File: src/rtl/can_pkg.sv
// Shared CAN definitions: bit-stuffing length, CRC-15 polynomial/width and
// the receive destuffer state encoding.
package can_pkg;

   localparam int                 CAN_STUFF_LEN  = 5;
   localparam int                 CAN_CRC_W      = 15;
   localparam logic [CAN_CRC_W-1:0] CAN_CRC15_POLY = 15'h4599;

   typedef enum logic [1:0] {
      ST_IDLE  = 2'd0,
      ST_RUN   = 2'd1,
      ST_ERROR = 2'd2
   } destuff_state_e;

endpackage

File: src/rtl/can_crc15.sv
// Bit-serial CAN CRC-15 LFSR, MSB first, init 0. Shared by the receive
// destuffer and the transmit path.
module can_crc15
   import can_pkg::*;
(
   input  logic                 clk,
   input  logic                 rst_n,
   input  logic                 clr,
   input  logic                 en,
   input  logic                 din,
   output logic [CAN_CRC_W-1:0] crc
);

   logic fb;

   assign fb = crc[CAN_CRC_W-1] ^ din;

   always_ff @(posedge clk) begin
      if (!rst_n || clr) begin
         crc <= '0;
      end else if (en) begin
         crc <= {crc[CAN_CRC_W-2:0], 1'b0} ^ (fb ? CAN_CRC15_POLY : '0);
      end
   end

endmodule

File: src/rtl/can_rx_destuff.sv
// CAN receive bit destuffer: drops stuff bits, flags stuff violations and
// counts destuffed bits. Define CAN_RX_DESTUFF_CRC_EN to add the running CRC-15.
module can_rx_destuff
   import can_pkg::*;
#(
   parameter int STUFF_LEN = CAN_STUFF_LEN,
   parameter int BIT_CNT_W = 7
) (
   input  logic                 clk,
   input  logic                 rst_n,
   input  logic                 en,
   input  logic                 din,
   input  logic                 din_valid,
   output logic                 dout,
   output logic                 dout_valid,
   output logic                 stuff_err,
   output logic [BIT_CNT_W-1:0] bit_cnt,
   output logic [CAN_CRC_W-1:0] crc_out,
   output logic                 crc_zero
);

   localparam int                   RUN_W   = $clog2(STUFF_LEN + 1);
   localparam logic [RUN_W-1:0]     RUN_MAX = RUN_W'(STUFF_LEN);
   localparam logic [BIT_CNT_W-1:0] CNT_MAX = '1;

   destuff_state_e         state, state_nxt;
   logic [RUN_W-1:0]       run_cnt, run_cnt_nxt;
   logic                   last_bit, last_bit_nxt;
   logic                   dout_nxt, dout_valid_nxt, stuff_err_nxt;
   logic [BIT_CNT_W-1:0]   bit_cnt_nxt;
   logic                   take;

   always_ff @(posedge clk) begin
      if (!rst_n) begin
         state      <= ST_IDLE;
         run_cnt    <= '0;
         last_bit   <= 1'b0;
         dout       <= 1'b0;
         dout_valid <= 1'b0;
         stuff_err  <= 1'b0;
         bit_cnt    <= '0;
      end else begin
         state      <= state_nxt;
         run_cnt    <= run_cnt_nxt;
         last_bit   <= last_bit_nxt;
         dout       <= dout_nxt;
         dout_valid <= dout_valid_nxt;
         stuff_err  <= stuff_err_nxt;
         bit_cnt    <= bit_cnt_nxt;
      end
   end

   always_comb begin
      state_nxt      = state;
      run_cnt_nxt    = run_cnt;
      last_bit_nxt   = last_bit;
      dout_nxt       = dout;
      dout_valid_nxt = 1'b0;
      stuff_err_nxt  = stuff_err;
      bit_cnt_nxt    = bit_cnt;
      take           = 1'b0;

      case (state)
         ST_IDLE: begin
            run_cnt_nxt   = '0;
            last_bit_nxt  = 1'b0;
            stuff_err_nxt = 1'b0;
            bit_cnt_nxt   = '0;
            if (en) begin
               state_nxt = ST_RUN;
               // A strobe arriving with the rising enable is the SOF bit.
               take      = din_valid;
            end
         end
         ST_RUN: begin
            if (!en) begin
               state_nxt     = ST_IDLE;
               run_cnt_nxt   = '0;
               last_bit_nxt  = 1'b0;
               stuff_err_nxt = 1'b0;
               bit_cnt_nxt   = '0;
            end else begin
               take = din_valid;
            end
         end
         ST_ERROR: begin
            if (!en) begin
               state_nxt     = ST_IDLE;
               run_cnt_nxt   = '0;
               last_bit_nxt  = 1'b0;
               stuff_err_nxt = 1'b0;
               bit_cnt_nxt   = '0;
            end
         end
         default: state_nxt = ST_IDLE;
      endcase

      if (take) begin
         if (run_cnt == RUN_MAX) begin
            // Stuff bit: must differ from the run it terminates, and opens a new run.
            if (din != last_bit) begin
               last_bit_nxt = din;
               run_cnt_nxt  = RUN_W'(1);
            end else begin
               state_nxt     = ST_ERROR;
               stuff_err_nxt = 1'b1;
            end
         end else begin
            run_cnt_nxt    = (din == last_bit && run_cnt != '0) ? run_cnt + 1'b1 : RUN_W'(1);
            last_bit_nxt   = din;
            dout_nxt       = din;
            dout_valid_nxt = 1'b1;
            bit_cnt_nxt    = (bit_cnt == CNT_MAX) ? bit_cnt : bit_cnt + 1'b1;
         end
      end
   end

`ifdef CAN_RX_DESTUFF_CRC_EN
   logic [CAN_CRC_W-1:0] crc;

   // Advances on the same edge that raises dout_valid; any cycle without en clears it.
   can_crc15 u_crc (
      .clk   (clk),
      .rst_n (rst_n),
      .clr   (!en),
      .en    (dout_valid_nxt),
      .din   (din),
      .crc   (crc)
   );

   assign crc_out  = crc;
   assign crc_zero = (crc == '0);
`else
   assign crc_out  = '0;
   assign crc_zero = 1'b0;
`endif

endmodule

File: config.mk
export PLATFORM = sky130hd
export DESIGN_NAME = can_rx_destuff
export DESIGN_NICKNAME = d
export VERILOG_FILES = /design/src/rtl/can_pkg.sv /design/src/rtl/can_crc15.sv /design/src/rtl/can_rx_destuff.sv
export SDC_FILE = /design/constraint.sdc
export NUM_CORES = 1
export LEC_CHECK = 0
export ABC_AREA = 1
export CAP_MARGIN = 40
export CORE_MARGIN = 2
export CORE_UTILIZATION = 43
export CTS_BUF_LIST = sky130_fd_sc_hd__clkbuf_8
export CTS_CLUSTER_DIAMETER = 200
export DETAILED_ROUTE_END_ITERATION = 8
export MAX_ROUTING_LAYER = met4
export PLACE_DENSITY_LB_ADDON = 0.08
export SLEW_MARGIN = 20
export SYNTH_ARGS = -nofsm -noshare
export SYNTH_HDL_FRONTEND = slang
export SYNTH_HIERARCHICAL = 1
export SYNTH_SLANG_ARGS = --single-unit
File: constraint.sdc
create_clock -name clk -period 1.2 [get_ports clk]
set_input_delay 0.24 -clock clk [delete_from_list [all_inputs] [get_ports clk]]
set_output_delay 0.24 -clock clk [all_outputs]
set_load 0.005 [all_outputs]
==> impl_metrics.yaml, run 1 <==
power_and_ir_drop:
  total_power_mw: 1.26
  swShare_pct: 28.7
  p_int_mw: 0.897
  powerDensity_nw_per_um2: 761
  leakage_nw: 0.768
  p_switching_mw: 0.361
  ir_worst_vdd_mv: 0.796
  pwr-share-seq_pct: 44.3
  combPwrFrac_pct: 22.8
  pwr-share-clk_pct: 32.9
yosys:
  syn_area_sq_um: 1040
  synth.distinct_cells: 24
  synth.avg_cell_area_sq_um: 7.11
  synth-seq-area-share_pct: 30.8
  netlist_instances: 146
  synth-seq-cells: 16
  ys_warn_count: 6
clocking:
  tritoncts: "built"
  clockBufferDepth: 2
  htree_levels: 1
  root_buffer: "clkbuf_8"
  clkSlewWorstSetupHoldPaths_ns: 0.07
  cts-buffers-inserted: 3
  clk_latency_ns: 0.25
  cts.sinks: 16
hold_path:
  whs_endpoint: "last_bit"
  worstHoldStart: "din"
  min_path_cells: 3
  hold_class: "in -> reg"
worst_setup_path:
  critical_path_class: "reg -> reg"
  worstPathArrival_ns: 1.47
  reg2reg_to: "bit_cnt[2]"
  rrSetupSlack_ns: -0.14
  endpoint_kind: "flop"
  rr_startpoint: "state[0]"
  reg2reg_depth: 9
  critPathLaunchType: "flop"
  cp_max_fo: 6
  worstPathRequired_ns: 1.34
timing:
  slew_violations: 0
  finalSetupViolCount: 13
  timing.hold.ws_ns: 0.428
  rsz0062_at_grt: "yes"
  tns_ns: -1.07
  fin_crit_sh_pct: 111
  max_freq_mhz: 748
  finalHoldViolations: 0
  skew_ns: 0.00523
  min_period_ns: 1.34
  worst_slack_ns: -0.137
finish:
  nNetsFinal: 204
  layout_common_cells: "buf_4 (22), nand2_1 (21), conb_1 (16)"
  antenna_cells: 0
  synthToLayoutAreaGrowth_pct: 59.2
  final_common_cell: "buf_4"
  regArea_sq_um: 343
  multiInputGateArea_sq_um: 767
  final_layout_size_suffix_gt1_share_pct: 48.9
  n_fill_cell: 178
die:
  fp.dieW_microns: 53.1
  core_sq_um: 2250
  rows: 17
  die-area_sq_um: 2820
  ios: 31
  die_h_microns: 53.1
  start_util_pct: 46.1
grt:
  grt_pass1_vias: 933
  grt_max_degree: 9
  antenna_found_initial: 0
  grt_use_total_pct: 20.0
  grt_pass1_wl_mm: 3.93
  grt.overflow.total: 0
placement:
  place_congestion: 0.836
  port_buffers: 14
  dp_hpwl_mm: 1.75
run_status:
  violations: "negative setup slack"
  status: "finished with violations"
detailed_routing:
  drt_wl_total_mm: 2.71
  antenna_left: 0
  drt_pre_antenna_iters: 4
  vias_per_cell: 4.71
  drc: 0
  num_vias: 1026
  avgRoutedWirePerCell_microns: 12.4
  drt_iter0_markers: 11
job:
  cap_violations: 0
[flip-flops by register name, summed over array words and instances, names as in the netlist]
name,cells
run_cnt,3
bit_cnt,7
stuff_err,1
dout_valid,1
last_bit,1
dout,1
state,2
[logic make-up after synthesis]
group,after synthesis,synth area share [%]
compound gates,16,7.71
xor+xnor,3,2.53
fa+ha+maj,7,8.43
buf+inv,38,19.8
flops,16,30.8
other cells,1,0.361
simple gates,65,30.4
[critical path: stages, from the launching register on]
cell and delay (ns):
dfxtp_4 0.36, inv_2 0.06, ha_4 0.14, inv_4 0.04
nand2_4 0.07, nand2_4 0.07, nor2_4 0.21, nand2_1 0.13
nand3_1 0.09, a21oi_1 0.07
[how the worst max path moves through the flow]
stage	from	endpoint	slack [ns]	cells past startpoint
finish	state[0]	bit_cnt[2]	-0.14	9
global route	state[1]	bit_cnt[2]	-0.23	9
CTS	state[1]	bit_cnt[5]	-0.13	11
detailed placement	din	state[0]	-0.33	6
global placement	din	state[0]	-0.31	6
floorplan	run_cnt[1]	state[0]	-0.01	7
[timing repair]
action | 4_1_cts | 5_1_grt
endpoints found under the setup margin | 25 | 16
hold buffers | 0 | 0
pin swaps | 12 | 20
resized for setup | 46 | 35
setup buffers | 2 | 4
[cell usage after synthesis]
| library cell | instances | area (sq um) |
|---|---|---|
| clkinv_2 | 1 | 5.00 |
| nand3_4 | 1 | 17.5 |
| nor2_4 | 1 | 11.3 |
| buf_2 | 1 | 5.00 |
| dfxtp_1 | 16 | 320 |
| xnor2_1 | 1 | 8.76 |
| xor2_1 | 2 | 17.5 |
| nor3_1 | 1 | 5.00 |
| nand2_2 | 4 | 25.0 |
| o21ai_0 | 6 | 30.0 |
| o21ai_1 | 1 | 5.00 |
| conb_1 | 1 | 3.75 |
| nand3_2 | 1 | 10.0 |
| nor2_2 | 1 | 6.26 |
| nand2_1 | 25 | 93.8 |
| nor2_1 | 10 | 37.5 |
| a21oi_1 | 9 | 45.0 |
| inv_1 | 19 | 71.3 |
| buf_4 | 16 | 120 |
| nand3_1 | 19 | 95.1 |
| inv_2 | 1 | 3.75 |
| ha_1 | 7 | 87.6 |
| or2_1 | 1 | 6.26 |
| nor3b_1 | 1 | 7.51 |
[final cells by class]
type	instances	share of cell area (%)
clock buffer	3	2.50
multi-input combinational	107	46.4
sequential	16	20.7
tap	28	2.12
inverter	21	5.83
timing repair buffer	43	22.4
[power groups by stage]
stage	registers (mW)	logic [mW]	clock network, mW
floorplan	0.570	0.153	0
global placement	0.568	0.214	0
detailed placement	0.568	0.216	0
CTS	0.556	0.241	0.413
global route	0.558	0.311	0.439
finish	0.557	0.287	0.414
[metal layers]
layer,share of wire (%),up-vias,GRT usage (%)
li1,-,523,-
met1,44,473,23.7
met2,50,24,32.7
met3,3.4,6,3.67
met4,2.3,0,9.83
met5,0,-,-
[through the flow]
step | cells | area (sq um) | util [%] | setup WS (ns)
after global routing | 218 | 1650 | 73.3 | -0.233
final | 218 | 1650 | 73.3 | -0.137
after detailed placement | 209 | 1350 | 59.8 | -0.330
after global placement | 209 | 1350 | 59.8 | -0.310
after CTS | 214 | 1490 | 65.9 | -0.131
after floorplan | 161 | 1120 | - | -0.0114
Note: power is estimated with default switching activity, not from simulation.
==> inputs of run 2 (changes only) <==
Clock period 1.2 ns to 1.7 ns, I/O delays scaled along.
==> run 2 against run 1 <==
Effect of this change:
- the run now ends clean
- design area shrank 26%
- clock skew decreased by 0.0015 ns
- setup slack improved by 0.29 ns
- critical path depth decreased by 8
- sequential power is 29% lower
- routed wire length decreased by 26%
- total power shrank 33%
- sequential share of layout area rose by 5.5 points
- clock power down 19%
- worst hold slack improved by 0.046 ns
- global-route usage is 3.0 points lower
- non-clock buffer count is 26 lower
- critical endpoint is now bit_cnt[5]
- largest cell class unchanged
==> impl_metrics.yaml, run 2 (synthesis gave the netlist of run 1 again) <==
detailed_routing:
  num_vias: 888
  avgRoutedWirePerCell_microns: 10.4
  drc: 0
  drt_wl_total_mm: 2.00
  drt_pre_antenna_iters: 4
  vias_per_cell: 4.60
  antenna_left: 0
  drt_iter0_markers: 13
clocking:
  cts.repair.resized: 0
  clkSlewWorstSetupHoldPaths_ns: 0.06
  root_buffer: "clkbuf_8"
  cts_hold_buf: 0
  tritoncts: "built"
  cts.sinks: 16
  clockBufferDepth: 2
  cts-buffers-inserted: 3
  htree_levels: 1
  clk_latency_ns: 0.25
  cts_setup_buffers: 0
worst_setup_path:
  worstPathArrival_ns: 1.21
  rr_startpoint: "state[0]"
  cp_num_buf_inv: 1
  crit_family: "buffers and inverters"
  endpoint_kind: "primary output"
  cp.depth: 1
  reg2reg_depth: 8
  cp_max_fo: 5
  critPathLaunchType: "flop"
  crit_chain: "clkdlybuf4s50_1"
  worstPathRequired_ns: 1.36
  rrSetupSlack_ns: 0.21
  slowest_stage: "clkdlybuf4s50_1"
  cp-startpoint: "bit_cnt[5]"
  reg2reg_to: "bit_cnt[4]"
  critical_path_class: "reg -> out"
  cp_slowest_stage_delay_ns: 0.54
  endpoint: "bit_cnt[5]"
timing:
  min_period_ns: 1.55
  finalHoldViolations: 0
  slew_violations: 0
  finalSetupViolCount: 0
  fin_crit_sh_pct: 91.3
  timing.hold.ws_ns: 0.474
  rsz0062_at_grt: "no"
  skew_ns: 0.00368
  max_freq_mhz: 645
  tns_ns: 0
finish:
  final_layout_size_suffix_gt1_share_pct: 10.3
  regArea_sq_um: 320
  final_common_cell: "nand2_1"
  stdcell_area_sq_um: 1220
  postLayoutCoreUtil_pct: 54.2
  multiInputGateArea_sq_um: 569
  top_register: "bit_cnt"
  reg_top3: "bit_cnt x7, run_cnt x3, state x2"
  layout_common_cells: "nand2_1 (25), inv_1 (19), nand3_1 (19)"
  n_fill_cell: 241
  antenna_cells: 0
  largest_reg_flops: 7
  synthToLayoutAreaGrowth_pct: 17.7
  nNetsFinal: 178
grt:
  grt_use_total_pct: 17.1
  antenna_found_initial: 0
  grt_pass1_wl_mm: 3.38
  grt_pass1_vias: 814
  use_met3_pct: 4.24
  grt.overflow.total: 0
  grt_max_degree: 10
  use_met2_pct: 27.1
  use_met1_pct: 20.5
  grt.busiest_layer: "met2"
placement:
  placedInstanceArea_sq_um: 1170
  dp_hpwl_mm: 1.58
  place_congestion: 0.846
  port_buffers: 14
power_and_ir_drop:
  powerDensity_nw_per_um2: 689
  ir_worst_vdd_mv: 0.539
  leakage_nw: 0.547
die:
  ios: 31
  core_sq_um: 2250
  die-area_sq_um: 2820
  die_h_microns: 53.1
  start_util_pct: 46.1
  rows: 17
  fp.dieW_microns: 53.1
job:
  cap_violations: 0
run_status:
  status: "finished, final reports clean"
hold_path:
  hold_class: "reg -> reg"
==> run 2: changes by cell type in the layout (fill, tap and decap cells not counted), sizes merged <==
cell and delta:
buf -26, clkdlybuf4s50 +11, dlygate4sd2 -11, clkbuf +1
==> run 2: area by class of cell <==
cell class                 count  share of cell area, %
sequential                    16                   26.2
tap                           28                   2.87
clock buffer                   4                   4.50
timing repair buffer          17                   13.3
multi-input combinational    107                   46.6
inverter                      21                   6.55
==> run 2: power breakdown <==
part	switching [mW]	internal (mW)	total [mW]
Clock	0.130	0.205	0.335
Combinational	0.0686	0.0445	0.113
Sequential	0.00908	0.385	0.394
Total	0.207	0.635	0.842
==> run 2: how the worst min path moves through the flow <==
stage                 to      start  cells after the start
2_1_floorplan  stuff_err  stuff_err                      2
3_3_place_gp   stuff_err  stuff_err                      2
3_5_place_dp   stuff_err  stuff_err                      2
4_1_cts        stuff_err  stuff_err                      2
5_1_grt        stuff_err  stuff_err                      2
6_report       stuff_err  stuff_err                      2
==> run 2: layer usage <==
metal / up-vias / share of wire [%]
met1: 394 / 48
met3: 5 / 4.9
met2: 24 / 45
met5: - / 0
met4: 0 / 1.6
li1: 465 / -
==> run 2: per-stage QoR <==
step	cells	total power [mW]	worst slack [ns]
2_1_floorplan	161	0.501	0.412
3_3_place_gp	189	0.514	0.0860
3_5_place_dp	189	0.516	0.0291
4_1_cts	193	0.849	0.163
5_1_grt	193	0.886	0.0639
6_report	193	0.842	0.149
==> inputs of run 3 (changes only) <==
Settings changed: GPL_ROUTABILITY_DRIVEN from default to 1, RECOVER_POWER from default to 50.
==> run 3 against run 2 <==
Effect of this change:
- sequential power hardly changed
- worst hold slack lost 0.0031 ns
- critical path depth unchanged
- sequential share of layout area rose by 0.16 points
- global-route usage is the same
- via count is 0.45% higher
==> impl_metrics.yaml, run 3 (synthesis gave the netlist of run 1 again) <==
power_and_ir_drop:
  pwr-share-clk_pct: 39.9
  powerDensity_nw_per_um2: 690
  p_switching_mw: 0.205
  p_int_mw: 0.633
  swShare_pct: 24.5
  total_power_mw: 0.838
  combPwrFrac_pct: 13.1
  pwr-share-seq_pct: 47.0
  ir_worst_vdd_mv: 0.539
  leakage_nw: 0.563
worst_setup_path:
  cp_slowest_stage_delay_ns: 0.54
  worstPathRequired_ns: 1.36
  rr_startpoint: "state[0]"
  rrSetupSlack_ns: 0.18
  reg2reg_depth: 9
  critical_path_class: "reg -> out"
  crit_chain: "clkdlybuf4s50_1"
  reg2reg_to: "bit_cnt[4]"
  endpoint_kind: "primary output"
  slowest_stage: "clkdlybuf4s50_1"
  cp.depth: 1
  cp_num_buf_inv: 1
  worstPathArrival_ns: 1.19
  cp_max_fo: 5
  crit_family: "buffers and inverters"
  critPathLaunchType: "flop"
clocking:
  cts_setup_buffers: 0
  cts.repair.resized: 0
  clockBufferDepth: 2
  clkSlewWorstSetupHoldPaths_ns: 0.06
  cts.sinks: 16
  root_buffer: "clkbuf_8"
  tritoncts: "built"
  cts_hold_buf: 0
  clk_latency_ns: 0.25
  htree_levels: 1
  cts-buffers-inserted: 3
hold_path:
  worstHoldStart: "stuff_err"
  whs_endpoint: "stuff_err"
  min_path_cells: 2
  hold_class: "reg -> reg"
timing:
  min_period_ns: 1.53
  finalSetupViolCount: 0
  worst_slack_ns: 0.166
  max_freq_mhz: 652
  finalHoldViolations: 0
  slew_violations: 0
  skew_ns: 0.00265
  tns_ns: 0
  timing.hold.ws_ns: 0.471
  fin_crit_sh_pct: 90.2
  rsz0062_at_grt: "no"
die:
  start_util_pct: 46.1
  fp.dieW_microns: 53.1
  die-area_sq_um: 2820
  die_h_microns: 53.1
  ios: 31
  rows: 17
  core_sq_um: 2250
finish:
  n_fill_cell: 243
  final_common_cell: "nand2_1"
  layout_common_cells: "nand2_1 (26), inv_1 (19), nand3_1 (19)"
  top_register: "bit_cnt"
  synthToLayoutAreaGrowth_pct: 17.0
  stdcell_count: 193
  largest_reg_flops: 7
  nNetsFinal: 178
  reg_top3: "bit_cnt x7, run_cnt x3, state x2"
  regArea_sq_um: 320
  multiInputGateArea_sq_um: 562
  final_layout_size_suffix_gt1_share_pct: 9.70
  antenna_cells: 0
placement:
  port_buffers: 14
  dp_hpwl_mm: 1.58
  place_congestion: 0.846
  dp_cells: 189
  pre_cts_slack_ns: 0.0291
run_status:
  status: "finished, final reports clean"
grt:
  grt_pass1_wl_mm: 3.38
  grt_max_degree: 10
  grt.overflow.total: 0
  grt_use_total_pct: 17.1
  grt_pass1_vias: 814
  antenna_found_initial: 0
detailed_routing:
  antenna_left: 0
  vias_per_cell: 4.62
  avgRoutedWirePerCell_microns: 10.3
  drc: 0
  drt_pre_antenna_iters: 4
  drt_iter0_markers: 17
  drt_wl_total_mm: 1.99
  num_vias: 892
job:
  cap_violations: 0
[run 3: cell count changes in the layout (fill, tap and decap cells not counted), sizes merged]
cell and delta:
clkdlybuf4s50 -5, dlygate4sd3 +5
[run 3: power groups by stage]
stage          clock [mW]  sequential (mW)  combinational [mW]
2_1_floorplan           0            0.401              0.0993
3_3_place_gp            0            0.402               0.111
3_5_place_dp            0            0.403               0.113
4_1_cts             0.341            0.394               0.113
5_1_grt             0.360            0.395               0.127
6_report            0.334            0.394               0.110
[run 3: how the worst max path moves through the flow]
stage | start | to | slack, ns
after floorplan | state[0] | bit_cnt[5] | 0.41
after global placement | en | state[0] | 0.09
after detailed placement | en | bit_cnt[1] | 0.03
after CTS | bit_cnt[3] | bit_cnt[3] | 0.16
after global routing | state[0] | bit_cnt[4] | 0.05
final | bit_cnt[5] | bit_cnt[5] | 0.17
[run 3: routing by layer]
| metal | wire length (microns) | up-vias | track usage (%) |
|---|---|---|---|
| li1 | - | 467 | - |
| met2 | 887 | 26 | 27.1 |
| met3 | 107 | 5 | 4.24 |
| met1 | 967 | 394 | 20.5 |
| met4 | 31 | 0 | 7.69 |
| met5 | 0 | - | - |
[run 3: tightest hold or removal path, cell delays in order, from the launching register on]
cell and delay, ns:
dfxtp_1 0.31, nand2_1 0.06, a21oi_1 0.06
[run 3: per-stage QoR]
stage | cell area [sq um] | util [%]
6_report | 1210 | 53.9
5_1_grt | 1210 | 53.9
4_1_cts | 1220 | 54.2
3_5_place_dp | 1170 | 51.8
3_3_place_gp | 1170 | 51.8
2_1_floorplan | 1090 | -
[run 3: cell type report]
class                           instances  share of cell area (%)
Multi-Input combinational cell        107                    46.2
Sequential cell                        16                    26.4
Timing Repair Buffer                   17                    13.4
Inverter                               21                    6.59
Clock buffer                            4                    4.53
Tap cell                               28                    2.88
